File: config.mk
export PLATFORM = sky130hd
export DESIGN_NAME = pc_sequencer
export DESIGN_NICKNAME = d
export VERILOG_FILES = /design/src/rtl/pc_sequencer.sv
export SDC_FILE = /design/constraint.sdc
export NUM_CORES = 1
export LEC_CHECK = 0
export CAP_MARGIN = 25
export CORE_MARGIN = 10
export CORE_UTILIZATION = 41
export DETAILED_ROUTE_END_ITERATION = 8
export PLACE_DENSITY = 0.88
export SLEW_MARGIN = 20
export SYNTH_ARGS = -nofsm -noshare
export SYNTH_HDL_FRONTEND = slang
export SYNTH_SLANG_ARGS = --single-unit
export TNS_END_PERCENT = 50
File: constraint.sdc
create_clock -name clk -period 3 [get_ports clk]
set_input_delay 0.3 -clock clk [delete_from_list [all_inputs] [get_ports clk]]
set_output_delay 0.3 -clock clk [all_outputs]
set_load 0.05 [all_outputs]
File: src/rtl/pc_sequencer.sv
// Registered program counter: JMP/conditional branches, stall, redirect, taken-branch counter.
// Optional return-address stack enabled by defining PC_RAS_EN.
module pc_sequencer #(
  parameter int unsigned ADDR_W     = 16,
  parameter int unsigned RESET_ADDR = 0,
  parameter int unsigned CNT_W      = 16,
  parameter int unsigned RAS_DEPTH  = 4
) (
  input  logic              clk,
  input  logic              rst,
  input  logic              stall,
  input  logic              instr_valid,
  input  logic [31:0]       instruction,
  input  logic [15:0]       src2,
  input  logic              use_reg,
  input  logic [3:0]        flags,
  input  logic              redirect_valid,
  input  logic [ADDR_W-1:0] redirect_addr,
  output logic [ADDR_W-1:0] pc,
  output logic [ADDR_W-1:0] next_pc,
  output logic              flush,
  output logic [CNT_W-1:0]  taken_cnt,
  output logic              ras_err
);

  localparam logic [7:0] OP_CALL = 8'h40;
`ifdef PC_RAS_EN
  localparam logic [7:0] OP_RET  = 8'h41;
`endif

  logic              z_f, c_f, s_f, o_f;
  logic              is_br;
  logic [3:0]        cond;
  logic              cond_true;
  logic [ADDR_W-1:0] target;
  logic [ADDR_W-1:0] pc_inc;
  logic              flush_d;
  logic              cnt_inc;
  logic              unused_bits;

  assign {o_f, s_f, c_f, z_f} = flags;
  assign is_br       = (instruction[31:29] == 3'b010) && instruction[27];
  assign cond        = {instruction[28], instruction[26:24]};
  assign target      = ADDR_W'(use_reg ? src2 : instruction[15:0]);
  assign pc_inc      = pc + ADDR_W'(1);
  assign unused_bits = ^instruction[23:16];

  // Branch condition evaluation over {O,S,C,Z}
  always_comb begin
    cond_true = 1'b0;
    case (cond)
      4'd0:  cond_true = 1'b1;
      4'd1:  cond_true = z_f;
      4'd2:  cond_true = !z_f;
      4'd3:  cond_true = (s_f == o_f);
      4'd4:  cond_true = z_f | (s_f != o_f);
      4'd5:  cond_true = (s_f != o_f);
      4'd6:  cond_true = !z_f & (s_f == o_f);
      4'd7:  cond_true = o_f;
      4'd8:  cond_true = c_f;
      4'd9:  cond_true = s_f;
      4'd10: cond_true = !s_f;
      4'd11: cond_true = !c_f;
      4'd12: cond_true = c_f | z_f;
      4'd13: cond_true = !c_f & !z_f;
      4'd14: cond_true = c_f;
      4'd15: cond_true = !o_f;
      default: cond_true = 1'b0;
    endcase
  end

`ifdef PC_RAS_EN
  localparam int unsigned PTR_W = (RAS_DEPTH > 1) ? $clog2(RAS_DEPTH) : 1;
  localparam int unsigned LVL_W = $clog2(RAS_DEPTH + 1);

  logic [ADDR_W-1:0] ras_mem [RAS_DEPTH];
  logic [PTR_W-1:0]  ras_wr;
  logic [PTR_W-1:0]  ras_wr_inc;
  logic [PTR_W-1:0]  ras_top;
  logic [LVL_W-1:0]  ras_lvl;
  logic              ras_push;
  logic              ras_pop;
  logic              err_d;

  // Circular write pointer; ras_top is the most recent entry
  assign ras_wr_inc = (ras_wr == PTR_W'(RAS_DEPTH - 1)) ? '0 : ras_wr + PTR_W'(1);
  assign ras_top    = (ras_wr == '0) ? PTR_W'(RAS_DEPTH - 1) : ras_wr - PTR_W'(1);
`endif

  // Next-PC selection: redirect > stall > taken > sequential
  always_comb begin
    next_pc = pc_inc;
    flush_d = 1'b0;
    cnt_inc = 1'b0;
`ifdef PC_RAS_EN
    ras_push = 1'b0;
    ras_pop  = 1'b0;
    err_d    = 1'b0;
`endif
    if (redirect_valid) begin
      next_pc = redirect_addr;
      flush_d = 1'b1;
    end else if (stall) begin
      next_pc = pc;
    end else if (instr_valid) begin
      if (is_br && cond_true) begin
        next_pc = target;
        flush_d = 1'b1;
        cnt_inc = 1'b1;
      end else if (instruction[31:24] == OP_CALL) begin
        next_pc = target;
        flush_d = 1'b1;
        cnt_inc = 1'b1;
`ifdef PC_RAS_EN
        ras_push = 1'b1;
`endif
      end
`ifdef PC_RAS_EN
      else if (instruction[31:24] == OP_RET) begin
        if (ras_lvl != '0) begin
          next_pc = ras_mem[ras_top];
          flush_d = 1'b1;
          cnt_inc = 1'b1;
          ras_pop = 1'b1;
        end else begin
          err_d = 1'b1;
        end
      end
`endif
    end
  end

  always_ff @(posedge clk or posedge rst) begin
    if (rst) begin
      pc        <= ADDR_W'(RESET_ADDR);
      flush     <= 1'b0;
      taken_cnt <= '0;
    end else begin
      pc    <= next_pc;
      flush <= flush_d;
      if (cnt_inc && (taken_cnt != '1)) begin
        taken_cnt <= taken_cnt + CNT_W'(1);
      end
    end
  end

`ifdef PC_RAS_EN
  // Stack pointer and fill level; a full push overwrites the oldest slot
  always_ff @(posedge clk or posedge rst) begin
    if (rst) begin
      ras_wr  <= '0;
      ras_lvl <= '0;
      ras_err <= 1'b0;
    end else begin
      ras_err <= err_d;
      if (ras_push) begin
        ras_wr <= ras_wr_inc;
        if (ras_lvl != LVL_W'(RAS_DEPTH)) begin
          ras_lvl <= ras_lvl + LVL_W'(1);
        end
      end else if (ras_pop) begin
        ras_wr  <= ras_top;
        ras_lvl <= ras_lvl - LVL_W'(1);
      end
    end
  end

  always_ff @(posedge clk) begin
    if (ras_push) begin
      ras_mem[ras_wr] <= pc_inc;
    end
  end
`else
  logic unused_ras_cfg;
  assign unused_ras_cfg = (RAS_DEPTH == 0);
  assign ras_err        = 1'b0;
`endif

endmodule

==> flow_summary.ini <==
[status]
status = finished clean

[floorplanning]
initial_utilization_pct = 41.7
pin_count = 124
die_height_um = 97.4
die_x_um = 97.4
die_area_um2 = 9490
row_count = 28
fp.coreArea_um2 = 5890

[timing]
final-hold-violation-count = 0
max_slew.worst_pin.slew_ns = 0.832
drv_slew = 0
setup_tns_ns = 0
min_period_ns = 2.90
setup-violations-final = 0
finClkSkew_ns = 0.0117
max_freq_mhz = 345
fin_crit_sh_pct = 96.6
max_slew_margin_pct = 44.5

[synthesis]
synth.area.top_cells = dfrtp_1 34%, xnor2_1 7.8%, mux2i_1 6.1%
synth_top_area_share_pct = 33.6
yosysMostFrequentCell = dfrtp_1
seq_area_frac_synth_pct = 33.6
synth-seq-cells = 33
synth-edff-count = 0
synth_cell_types = 54
yosys-top-cells-count = 33 x dfrtp_1, 26 x a21oi_1, 22 x xnor2_1
yosys.area.top_type = dfrtp_1
synth_warnings = 0
synthCells = 277
netlist_area_um2 = 2460
synth_fp_nets = 353
avgSynthCellArea_um2 = 8.87
synthArstFlopShare_pct = 100
synthFlopType = dfrtp_1

[finish]
final_nets = 491
syn2layout_area_growth_pct = 68.3
layout-drive-gt1-share_pct = 20.2
final_util_pct = 70.2
n_antenna_cell = 0
layout.cells.non_filler = 491

[job]
drv_cap = 0

[power]
peakVddDrop_mv = 0.285
leakage_uw = 0.00176
power_density_nw_per_um2 = 403

[drt]
drt-pass1-iter-count = 7
vias = 2593
wl_per_cell_um = 17.2
drc_errors = 0
drt_iter0_drc = 73
totalWireLength_mm = 8.43
drt.antenna.violating_nets = 0
via_per_inst = 5.28

[critical_path]
regToRegSetupSlack_ns = 0.80
worst-setup-path-type = primary input to primary output
endpoint_kind = primary output
crit_start = instruction[28]
crit_arrival_ns = 2.60
crit_fanout = 7
required_ns = 2.70
start_kind = primary input
worstReg2RegStart = taken_cnt[7]

[global_routing]
grtUsageTotal_pct = 17.4
antenna_found_initial = 0
grt_pass1_wl_mm = 14.0
grt_max_degree = 41
overflow = 0
grt_pass1_vias = 2808

[cts]
cts.path.max_buffers = 2
path_clk_slew_ns = 0.08
cts_sinks = 33
htreeDepth = 2
worstSkewPairLatency_ns = 0.28
ctsRootBufferMaster = clkbuf_8
ctsHoldBuffers = 0
cts_inserted_buffers = 5
cts_tree = yes

[placed_design]
place.gp.congestion = 0.830
dp_cells = 474
port_buffers = 114
hpwl_mm = 6.68

[hold_path]
hold_class = primary input to asynchronous set/reset pin
-- through the flow --
step | hold slack, ns | setup WS (ns) | area, um2 | power [uW]
finish | 0.479 | 0.101 | 4130 | 1660
global placement | 0.480 | -0.0175 | 3910 | 1220
global route | 0.520 | -0.00133 | 4130 | 1740
floorplan | 0.429 | -0.369 | 2460 | 906
CTS | 0.508 | 0.00100 | 4080 | 1680
detailed placement | 0.496 | -0.117 | 3910 | 1230
-- flip-flops by register name, summed over array words and instances (netlist names) --
register and count:
pc 16, taken_cnt 16, flush 1
-- layer usage --
layer,GRT usage [%],wire length [um],share of wire (%)
met1,18.9,3330,40
met3,5.05,462,5.5
met4,3.69,87,1.0
met2,32.3,4550,54
met5,0,0,0
-- logic make-up after synthesis --
logic type	share of synthesized area, %
flip-flops	33.6
XOR/XNOR	10.3
adder cells (fa/ha/maj)	1.48
buffers and inverters	6.93
multiplexers	10.9
other	0.153
AND/OR/NAND/NOR	21.3
AO/OA/AOI/OAI	15.3
-- worst max-delay path: stages --
cell and delay (ns):
clkdlybuf4s50_1 0.58, nor4_2 0.07, nand2b_1 0.16, a211oi_2 0.28, o211ai_4 0.14, buf_12 0.16, or4_1 0.50, o211ai_1 0.17
clkbuf_16 0.23
-- timing repair --
item | CTS | global route
resized for setup | 9 | 17
endpoints found under the setup margin | 7 | 9
pin swaps | 5 | 7
buffers inserted | 6 | 3
hold endpoints to repair | 0 | 0
-- power by group --
part           switching, uW  internal, uW
registers               46.2           477
clock network            182           249
logic                    393           317
total                    621          1040
-- layout by cell type, fill, tap and decap left out, types with 7 or more instances in the layout --
| cell | count |
|---|---|
| nand3_1 | 17 |
| dfrtp_1 | 33 |
| a21oi_1 | 26 |
| buf_4 | 33 |
| buf_12 | 13 |
| nor3_1 | 7 |
| mux2i_1 | 15 |
| mux2_2 | 9 |
| inv_1 | 20 |
| nand2_1 | 15 |
| xor2_1 | 7 |
| nor2_1 | 16 |
| clkdlybuf4s50_1 | 91 |
| nand4_1 | 7 |
| xnor2_1 | 22 |
-- cell type report --
type                            count  area (um2)
Fill cell                         447        1750
Timing Repair Buffer              147        1520
Multi-Input combinational cell    208        1510
Sequential cell                    33         826
Tap cell                           75        93.8
Inverter                           20        75.1
Clock buffer                        5        68.8
Clock inverter                      3        46.3
-- final timing paths --
| check | endpoint | cells past startpoint |
|---|---|---|
| max | next_pc[9] | 9 |
| min | taken_cnt[3] | 2 |
| max reg2reg | taken_cnt[1] | 6 |
| min reg2reg | taken_cnt[13] | 1 |
| max in group asynchronous | pc[12] | 3 |
| min in group clk | taken_cnt[13] | 1 |
Power figures use the tool's default switching activity.
